<file path="config.mk">
export PLATFORM = sky130hd
export DESIGN_NAME = split_samples_flat
export DESIGN_NICKNAME = d
export VERILOG_FILES = /design/src/rtl/featurize_pkg.sv /design/src/rtl/split_samples_if.sv /design/src/rtl/restoring_div8.sv /design/src/rtl/split_samples.sv /design/src/flat_wrapper.sv
export SDC_FILE = /design/constraint.sdc
export NUM_CORES = 1
export LEC_CHECK = 0
export BUFFER_PORTS_ARGS = -buffer_cell sky130_fd_sc_hd__buf_2
export CAP_MARGIN = 10
export CORE_MARGIN = 2
export CORE_UTILIZATION = 30
export DETAILED_ROUTE_END_ITERATION = 16
export GPL_ROUTABILITY_DRIVEN = 0
export GPL_TIMING_DRIVEN = 0
export PLACE_DENSITY = 0.44
export RECOVER_POWER = 50
export SETUP_SLACK_MARGIN = 0.15
export SLEW_MARGIN = 20
export SYNTH_ARGS = -nofsm -noshare
export SYNTH_HDL_FRONTEND = slang
export SYNTH_SLANG_ARGS = --single-unit
export TNS_END_PERCENT = 5
</file>
<file path="constraint.sdc">
create_clock -name clk -period 5.2 [get_ports clk]
set_input_delay 0.78 -clock clk [delete_from_list [all_inputs] [get_ports clk]]
set_output_delay 0.78 -clock clk [all_outputs]
set_load 0.01 [all_outputs]
</file>
<file path="src/rtl/featurize_pkg.sv">
// Shared types and widths for the featurize path blocks.
package featurize_pkg;

   localparam int DATA_W = 8;

   typedef enum logic [1:0] {
      IDLE   = 2'd0,
      DIVIDE = 2'd1,
      EMIT   = 2'd2
   } split_state_t;

endpackage

</file>
<file path="src/rtl/split_samples_if.sv">
// Upstream sum input and downstream per-sample output, both ready/valid.
// The slave modport is the split_samples block; master is whoever drives it.
interface split_samples_if;
   import featurize_pkg::*;

   logic [DATA_W-1:0] i_data;
   logic              i_valid;
   logic              o_ready;
   logic [DATA_W-1:0] o_data;
   logic              o_valid;
   logic              o_last;
   logic              i_ready;

   modport master (
      output i_data, i_valid, i_ready,
      input  o_ready, o_data, o_valid, o_last
   );

   modport slave (
      input  i_data, i_valid, i_ready,
      output o_ready, o_data, o_valid, o_last
   );

endinterface

</file>
<file path="src/rtl/restoring_div8.sv">
// 8-bit sequential restoring divider, one quotient bit per cycle, MSB first.
// start (while idle) loads the operands; 8 iteration cycles follow. done is
// high during the final iteration cycle, so quotient/remainder are valid from
// the next cycle on and hold until the next start.
module restoring_div8
   import featurize_pkg::*;
(
   input  logic              clk,
   input  logic              reset,
   input  logic              start,
   input  logic [DATA_W-1:0] dividend,
   input  logic [DATA_W-1:0] divisor,
   output logic              busy,
   output logic              done,
   output logic [DATA_W-1:0] quotient,
   output logic [DATA_W-1:0] remainder
);

   logic [DATA_W-1:0] rem;     // partial remainder (always < divisor)
   logic [DATA_W-1:0] qreg;    // dividend bits shift out, quotient bits shift in
   logic [2:0]        iter;
   logic [DATA_W:0]   trial;   // remainder shifted left with next dividend bit
   logic              fits;
   logic [DATA_W-1:0] diff;

   assign trial = {rem, qreg[DATA_W-1]};
   assign fits  = (trial >= {1'b0, divisor});
   // When fits, trial - divisor < divisor, so 8 bits hold it exactly.
   assign diff  = trial[DATA_W-1:0] - divisor;
   assign done  = busy && (iter == 3'd7);

   assign quotient  = qreg;
   assign remainder = rem;

   // Load on start, then one restoring step per cycle for 8 cycles.
   always_ff @(posedge clk or negedge reset) begin
      if (!reset) begin
         rem  <= '0;
         qreg <= '0;
         iter <= '0;
         busy <= 1'b0;
      end else if (start && !busy) begin
         rem  <= '0;
         qreg <= dividend;
         iter <= '0;
         busy <= 1'b1;
      end else if (busy) begin
         rem  <= fits ? diff : trial[DATA_W-1:0];
         qreg <= {qreg[DATA_W-2:0], fits};
         iter <= iter + 3'd1;
         if (done) busy <= 1'b0;
      end
   end

endmodule

</file>
<file path="src/rtl/split_samples.sv">
// Re-expands one epoch sum S into SAMPLES per-sample values: the first
// S % SAMPLES samples carry q+1, the rest carry q, where q = S / SAMPLES,
// so the group total is exactly S and values differ by at most one.
module split_samples
   import featurize_pkg::*;
#(
   parameter int SAMPLES = 15
) (
   input  logic           clk,
   input  logic           reset,
   split_samples_if.slave bus
);

   if (SAMPLES < 2 || SAMPLES > 255) begin : g_bad_samples
      $error("split_samples: SAMPLES=%0d outside 2..255", SAMPLES);
   end

   localparam int                KW      = $clog2(SAMPLES);
   localparam logic [DATA_W-1:0] DIVISOR = DATA_W'(SAMPLES);
   localparam logic [DATA_W-1:0] LAST_K  = DATA_W'(SAMPLES - 1);

   split_state_t      state;
   logic [KW-1:0]     k;
   logic [DATA_W-1:0] k_ext;
   logic [DATA_W-1:0] quo;
   logic [DATA_W-1:0] rem;
   logic              div_busy;
   logic              div_done;
   logic              accept;
   logic              is_last;

   assign accept  = (state == IDLE) && bus.i_valid && !div_busy;
   assign k_ext   = DATA_W'(k);
   assign is_last = (k_ext == LAST_K);

   // The divider captures i_data directly on the accept edge; its result
   // registers then serve as q and r for the whole emission phase.
   restoring_div8 u_div (
      .clk       (clk),
      .reset     (reset),
      .start     (accept),
      .dividend  (bus.i_data),
      .divisor   (DIVISOR),
      .busy      (div_busy),
      .done      (div_done),
      .quotient  (quo),
      .remainder (rem)
   );

   // Control FSM and emission index; k only advances on an output transfer.
   always_ff @(posedge clk or negedge reset) begin
      if (!reset) begin
         state <= IDLE;
         k     <= '0;
      end else begin
         case (state)
            IDLE: begin
               k <= '0;
               if (accept) state <= DIVIDE;
            end
            DIVIDE: begin
               if (div_done) begin
                  state <= EMIT;
                  k     <= '0;
               end
            end
            EMIT: begin
               if (bus.i_ready) begin
                  if (is_last) begin
                     state <= IDLE;
                     k     <= '0;
                  end else begin
                     k <= k + KW'(1);
                  end
               end
            end
            default: begin
               state <= IDLE;
               k     <= '0;
            end
         endcase
      end
   end

   // Outputs decode only registered state, so stalls cannot disturb them.
   always_comb begin
      bus.o_ready = (state == IDLE);
      bus.o_valid = (state == EMIT);
      bus.o_last  = 1'b0;
      bus.o_data  = '0;
      if (state == EMIT) begin
         bus.o_last = is_last;
         bus.o_data = (k_ext < rem) ? (quo + 8'd1) : quo;
      end
   end

endmodule

</file>
<file path="src/flat_wrapper.sv">
// flat-port wrapper written by rule: the top's interface ports become plain ports
module split_samples_flat import featurize_pkg::*;
#(
   parameter int SAMPLES = 15
)
  (clk, reset, bus_i_data, bus_i_valid, bus_i_ready, bus_o_ready, bus_o_data, bus_o_valid, bus_o_last);
  split_samples_if bus_i ();
  input  logic clk;
  input  logic reset;
  input wire logic [$bits(bus_i.i_data)-1:0] bus_i_data;
  input wire logic [$bits(bus_i.i_valid)-1:0] bus_i_valid;
  input wire logic [$bits(bus_i.i_ready)-1:0] bus_i_ready;
  output wire logic [$bits(bus_i.o_ready)-1:0] bus_o_ready;
  output wire logic [$bits(bus_i.o_data)-1:0] bus_o_data;
  output wire logic [$bits(bus_i.o_valid)-1:0] bus_o_valid;
  output wire logic [$bits(bus_i.o_last)-1:0] bus_o_last;
  assign bus_i.i_data = bus_i_data;
  assign bus_i.i_valid = bus_i_valid;
  assign bus_i.i_ready = bus_i_ready;
  assign bus_o_ready = bus_i.o_ready;
  assign bus_o_data = bus_i.o_data;
  assign bus_o_valid = bus_i.o_valid;
  assign bus_o_last = bus_i.o_last;
  split_samples #(.SAMPLES(SAMPLES)) u_core (.clk(clk), .reset(reset), .bus(bus_i));
endmodule
</file>
==> results.py, run 1 <==
metrics = {
    "worst_hold_path": {
        "hp-class": "reg -> reg",
        "hold_depth": 1,
    },
    "yosys": {
        "ys.flop_type": "dfrtp_1",
        "async_reset_ff_share_pct": 100,
        "synth-edff-count": 0,
        "yosysSeqAreaShare_pct": 39.5,
        "syn_inst": 191,
        "syn_area_mm2": 0.00165,
        "yosys_warnings": 0,
        "syn_nets": 212,
        "avgSynthCellArea_um2": 8.63,
        "synth.ff_latch_count": 26,
        "ys_types": 36,
    },
    "clocking": {
        "clockRootBuffer": "clkbuf_8",
        "cts_buffers": 3,
        "cts.clk_slew.worst_paths_ns": 0.09,
        "postCtsHoldBufs": 0,
        "cts_max_path_buffers": 2,
        "clock-sinks": 26,
        "worst_skew_pair.late_latency_ns": 0.27,
        "postCtsResizedCells": 0,
        "post_cts_buffers": 0,
        "cts-htree-levels": 1,
        "cts_tree": "yes",
    },
    "timing": {
        "min_period_ns": 3.23,
        "tightest_slew_ns": 1.44,
        "setup_viol": 0,
        "fmax_ghz": 0.310,
        "hold_viol": 0,
        "setup_tns_ns": 0,
        "slew_viol_final": 0,
        "rsz0062_at_grt": "false",
        "fin_skew_ns": 0.00335,
        "max-slew-margin-rel_pct": 4.07,
        "fin_crit_sh_pct": 62.1,
    },
    "floorplan": {
        "num_rows": 26,
        "core_area_mm2": 0.00520,
        "dieWidth_um": 78.1,
        "initial_core_util_pct": 31.7,
        "die_h_um": 78.1,
        "boundaryPins": 23,
        "dieArea_mm2": 0.00611,
    },
    "place": {
        "dpl.cell_count": 283,
        "dp_hpwl_mm": 2.99,
        "place_area_mm2": 0.00185,
        "io_buffers": 22,
    },
    "final_layout": {
        "final_common_cell": "nand2_1",
        "design_area_mm2": 0.00190,
        "fin_nets": 239,
        "antenna_cells": 0,
        "drive_above_1_share_pct": 13.8,
        "layout_common_cells": "nand2_1, dfrtp_1, buf_2, o21ai_0, a21oi_1",
        "final_cells": 287,
        "area_growth_pct": 15.3,
    },
    "grt": {
        "grt_start_max_net_pins": 27,
        "overflow": 0,
        "track_usage_pct": 13.5,
        "grt_pass1_wl_mm": 6.73,
        "grt_antenna_before_repair": 0,
        "grt_pass1_vias": 1417,
    },
    "critical_path": {
        "worst-path-max-fanout": 10,
        "arrival_ns": 2.45,
        "worstSetupPathType": "reg -> out",
        "setup.worst_path.end_class": "output port",
        "rr_worst_depth": 6,
        "cp-start-kind": "flop",
        "worstPathRequired_ns": 4.42,
    },
    "pwr": {
        "ir_drop_v": 0.000211,
        "powerDensity_mw_per_mm2": 530,
        "leakagePower_nw": 0.915,
    },
    "job": {
        "cap_violations": 0,
    },
    "detailed_routing": {
        "drc_errors": 0,
        "ant_nets": 0,
        "wl_per_cell_um": 13.6,
        "dr_total_vias": 1463,
        "via_per_inst": 5.10,
        "drtIter0Drc": 83,
        "drt_wl_total_mm": 3.91,
        "first_pass_iters": 4,
    },
    "status": {
        "status": "finished, final reports clean",
    },
}
## cells in the mapped netlist (all sizes together) (2+ instances only)
library cell	instances	share of area, %
and2	2	0.76
nand2b	3	1.6
buf	2	0.61
o41ai	2	1.1
o21ai	27	8.2
ha	9	6.8
nor2	4	0.91
and3	5	1.9
mux2i	10	6.1
dfrtp	26	39
nor2b	3	1.1
a31oi	2	0.76
nand3	11	3.3
nor4	2	1.7
nand4	4	1.9
nor3	2	0.61
nand2	32	7.3
inv	7	1.6
clkbuf	6	1.4
xnor2	4	2.1
a21oi	12	3.6
or3	6	2.3
## worst paths after layout
check	startpoint	endpoint	slack (ns)
max reg2reg	u_core.u_div.quotient[7]	u_core.u_div.remainder[0]	3.32
max in group asynchronous	reset	u_core.u_div.quotient[5]	3.53
min	u_core.state[1]	u_core.state[0]	0.50
min reg2reg	u_core.state[1]	u_core.state[0]	0.50
min in group asynchronous	reset	u_core.u_div.busy	0.83
max	u_core.u_div.remainder[2]	bus_o_data[3]	1.97
## final cells by class
| class | count | area (um^2) |
|---|---|---|
| Fill cell | 549 | 3300 |
| Multi-Input combinational cell | 150 | 940 |
| Sequential cell | 26 | 651 |
| Timing Repair Buffer | 22 | 109 |
| Tap cell | 70 | 87.6 |
| Clock buffer | 4 | 55.1 |
| Buffer | 8 | 32.5 |
| Inverter | 7 | 26.3 |
## state kept, by name (all words and copies together) (netlist names)
| name | cells |
|---|---|
| u_core.k | 4 |
| u_core.state | 2 |
| u_core.u_div.remainder | 8 |
| u_core.u_div.busy | 1 |
| u_core.u_div.iter | 3 |
| u_core.u_div.quotient | 8 |
## where the power goes
group / internal [mW] / switching [mW]
registers: 0.290 / 0.119
clock network: 0.0676 / 0.0635
logic: 0.200 / 0.267
## stage by stage
| step | worst slack (ns) | hold slack [ns] | utilization, % | power, mW |
|---|---|---|---|---|
| 2_1_floorplan | 2.46 | 0.443 | - | 0.743 |
| 3_3_place_gp | 2.29 | 0.459 | 35.5 | 0.859 |
| 3_5_place_dp | 2.26 | 0.492 | 35.5 | 0.880 |
| 6_report | 1.97 | 0.501 | 36.5 | 1.01 |
| 5_1_grt | 1.75 | 0.526 | 36.5 | 1.12 |
| 4_1_cts | 1.95 | 0.504 | 36.5 | 1.02 |
## cell families after synthesis
| group | share of synthesized area (%) |
|---|---|
| simple gates | 23.9 |
| compound gates | 17.5 |
| flops | 39.5 |
| buf+inv | 3.57 |
| mux | 6.07 |
| fa+ha+maj | 6.83 |
| xor+xnor | 2.66 |
## layer usage
layer  GRT usage [%]  vias up  part of all wire [%]
li1                -      739                     -
met5               0        -                     0
met4            3.68        0                  0.74
met2            22.2       23                    48
met3            1.95        2                   2.7
met1            18.6      699                    49
## critical path, cell delays in order, from the launching register on
cell	delay [ns]
dfrtp_1	0.47
inv_1	0.09
ha_1	0.32
a211oi_1	0.22
o21ai_1	0.12
and2_1	0.16
buf_2	0.16
or3_1	0.34
a21oi_1	0.15
buf_2	0.15
(Power assumes the default switching activity.)
==> inputs of run 2 (changes only) <==
--- a/config.mk
+++ b/config.mk
@@ -5,6 +5,7 @@
 export SDC_FILE = /design/constraint.sdc
 export NUM_CORES = 1
 export LEC_CHECK = 0
+export ABC_AREA = 1
 export BUFFER_PORTS_ARGS = -buffer_cell sky130_fd_sc_hd__buf_2
 export CAP_MARGIN = 10
 export CORE_MARGIN = 2
==> constraint.sdc (replaced) <==
create_clock -name clk -period 3 [get_ports clk]
set_input_delay 0.45 -clock clk [delete_from_list [all_inputs] [get_ports clk]]
set_output_delay 0.45 -clock clk [all_outputs]
set_load 0.01 [all_outputs]
==> results.py, run 2 <==
metrics = {
    "job": {
        "cap_violations": 0,
    },
    "detailed_routing": {
        "wl_per_cell_um": 12.7,
        "first_pass_iters": 4,
        "drt_wl_total_mm": 4.15,
        "ant_nets": 0,
        "via_per_inst": 4.64,
        "drc_errors": 0,
        "drtIter0Drc": 33,
        "dr_total_vias": 1516,
    },
    "critical_path": {
        "r2r_setup_slack_ns": 1.51,
        "setup.worst_path.end_class": "output port",
        "worst-path-buf-inv": 2,
        "crit_top_cell": "a21oi_1",
        "arrival_ns": 2.08,
        "cp_top_family": "flip-flops",
        "cp-start-kind": "flop",
        "worst-path-max-fanout": 9,
        "worstSetupPathType": "reg -> out",
        "crit_path_max_incr_delay_ns": 0.43,
        "worstPathRequired_ns": 2.55,
        "crit_chain": "inv_1 > ha_1 > a21oi_1 > nand2_2 > nand2_4 > nand2_1 > a21oi_1 > buf_2",
        "timing.rr.start": "u_core.u_div.iter[0]",
        "worstReg2RegEnd": "u_core.state[1]",
        "crit_slowest_cell": "dfrtp_1",
        "rr_worst_depth": 7,
    },
    "floorplan": {
        "num_rows": 27,
        "dieWidth_um": 80.3,
        "initial_core_util_pct": 31.3,
        "die_h_um": 80.3,
        "dieArea_mm2": 0.00644,
        "boundaryPins": 23,
        "core_area_mm2": 0.00557,
    },
    "pwr": {
        "ir_drop_v": 0.000318,
        "leakagePower_nw": 1.04,
        "powerDensity_mw_per_mm2": 1170,
        "seqPwrFrac_pct": 30.0,
        "p_sw_share_pct": 50.2,
        "clkPwrFrac_pct": 9.9,
        "p_sw_mw": 1.17,
        "power_frac_comb_pct": 60.1,
        "p_int_mw": 1.16,
    },
    "clocking": {
        "postCtsHoldBufs": 0,
        "cts-htree-levels": 1,
        "clock-sinks": 26,
        "clockRootBuffer": "clkbuf_8",
        "post_cts_buffers": 0,
        "cts_buffers": 3,
        "cts_tree": "yes",
        "cts.clk_slew.worst_paths_ns": 0.09,
        "postCtsResizedCells": 0,
        "worst_skew_pair.late_latency_ns": 0.27,
        "cts_max_path_buffers": 2,
    },
    "yosys": {
        "yosys_warnings": 0,
        "synth_top_area_share_pct": 37.3,
        "yosysTopAreaCell": "dfrtp_1",
        "async_reset_ff_share_pct": 100,
        "yosys-top-cells-count": "nand2_1, dfrtp_1, nand3_1",
        "ys.flop_type": "dfrtp_1",
        "synth-edff-count": 0,
        "avgSynthCellArea_um2": 7.62,
        "yosys-top-cells-area": "dfrtp_1, nand2_1, nand3_1",
        "syn_area_mm2": 0.00175,
        "synthMostInstantiatedCell": "nand2_1",
        "yosysSeqAreaShare_pct": 37.3,
        "ys_types": 32,
        "syn_nets": 250,
        "syn_inst": 229,
        "synth.ff_latch_count": 26,
    },
    "grt": {
        "overflow": 0,
        "grt_start_max_net_pins": 27,
        "grt_antenna_before_repair": 0,
        "track_usage_pct": 13.9,
        "grt_pass1_wl_mm": 6.91,
        "grt_pass1_vias": 1456,
    },
    "timing": {
        "setup_viol": 0,
        "setup_tns_ns": 0,
        "fin_crit_sh_pct": 84.2,
        "max-slew-margin-rel_pct": 1.37,
        "tightest_slew_ns": 1.48,
        "min_period_ns": 2.53,
        "hold_viol": 0,
        "fin_skew_ns": 0.00162,
        "holdWs_ns": 0.384,
        "slew_viol_final": 0,
        "fmax_ghz": 0.396,
        "rsz0062_at_grt": "false",
    },
    "final_layout": {
        "fin_util_pct": 35.8,
        "design_area_mm2": 0.00200,
        "fin_nets": 277,
        "layout_common_cells": "nand2_1, nand3_1, dfrtp_1, inv_1, buf_2",
        "final_common_cell": "nand2_1",
        "antenna_cells": 0,
        "area_growth_pct": 14.4,
        "drive_above_1_share_pct": 18.0,
    },
    "worst_hold_path": {
        "hp-class": "in -> reg",
        "min_to": "u_core.u_div.quotient[6]",
        "hold_depth": 3,
        "hp-start": "bus_i_data[6]",
    },
    "place": {
        "io_buffers": 22,
        "dp_hpwl_mm": 3.10,
        "place_area_mm2": 0.00195,
    },
    "status": {
        "status": "finished, final reports clean",
    },
}
-- run 2: worst min-delay path, delay by kind of cell --
kind,cells,cell delay [ns]
compound gates,1,0.05
simple gates,1,0.04
buf+inv,1,0.07
-- run 2: power by group through the flow --
stage | Clock (mW) | Sequential, mW | Combinational, mW
after floorplan | 0 | 0.659 | 1.06
after global routing | 0.252 | 0.727 | 1.62
final | 0.232 | 0.700 | 1.40
after global placement | 0 | 0.706 | 1.42
after detailed placement | 0 | 0.710 | 1.43
after CTS | 0.244 | 0.703 | 1.43
-- run 2: per-stage QoR --
step	setup slack [ns]	std cells	power (mW)
detailed placement	0.802	323	2.14
global placement	0.776	323	2.13
global route	0.319	327	2.60
CTS	0.481	327	2.38
finish	0.473	327	2.34
floorplan	1.07	229	1.72
-- run 2: logic make-up (layout without fill, tap and decap cells) --
family,count (synthesis),after routing,synth area share [%]
and+or+nand+nor,130,130,35.8
adders and majority gates,9,9,6.45
buffers and inverters,32,58,7.74
xor gates and xnor gates,7,7,3.51
AOI/OAI and AO/OA,25,25,9.18
DFF,26,26,37.3
-- run 2: final cells by class --
class                   instances  area, um^2
flip-flops and latches         26         651
multi-input cells             171         957
fillers                       601        3580
repair buffers                 22         109
well taps                      72        90.1
plain buffers                   3        23.8
clock buffers                   4        55.1
inverters                      29         111
-- run 2: worst max path at each step --
| stage | start | endpoint | slack [ns] | cells after the start |
|---|---|---|---|---|
| after detailed placement | u_core.u_div.remainder[3] | bus_o_data[5] | 0.80 | 8 |
| after global routing | u_core.u_div.remainder[3] | bus_o_data[5] | 0.32 | 8 |
| after floorplan | u_core.u_div.remainder[3] | bus_o_data[1] | 1.07 | 7 |
| after global placement | u_core.u_div.remainder[3] | bus_o_data[7] | 0.78 | 8 |
| after CTS | u_core.u_div.remainder[3] | bus_o_data[7] | 0.48 | 8 |
| final | u_core.u_div.remainder[3] | bus_o_data[7] | 0.47 | 8 |
-- run 2: layer usage --
metal	global-route usage (%)	vias to the layer above	part of all wire [%]
met2	23.7	26	47
met1	18.2	687	49
met5	0	-	0
met3	1.80	4	3.3
met4	4.07	0	0.87
li1	-	799	-
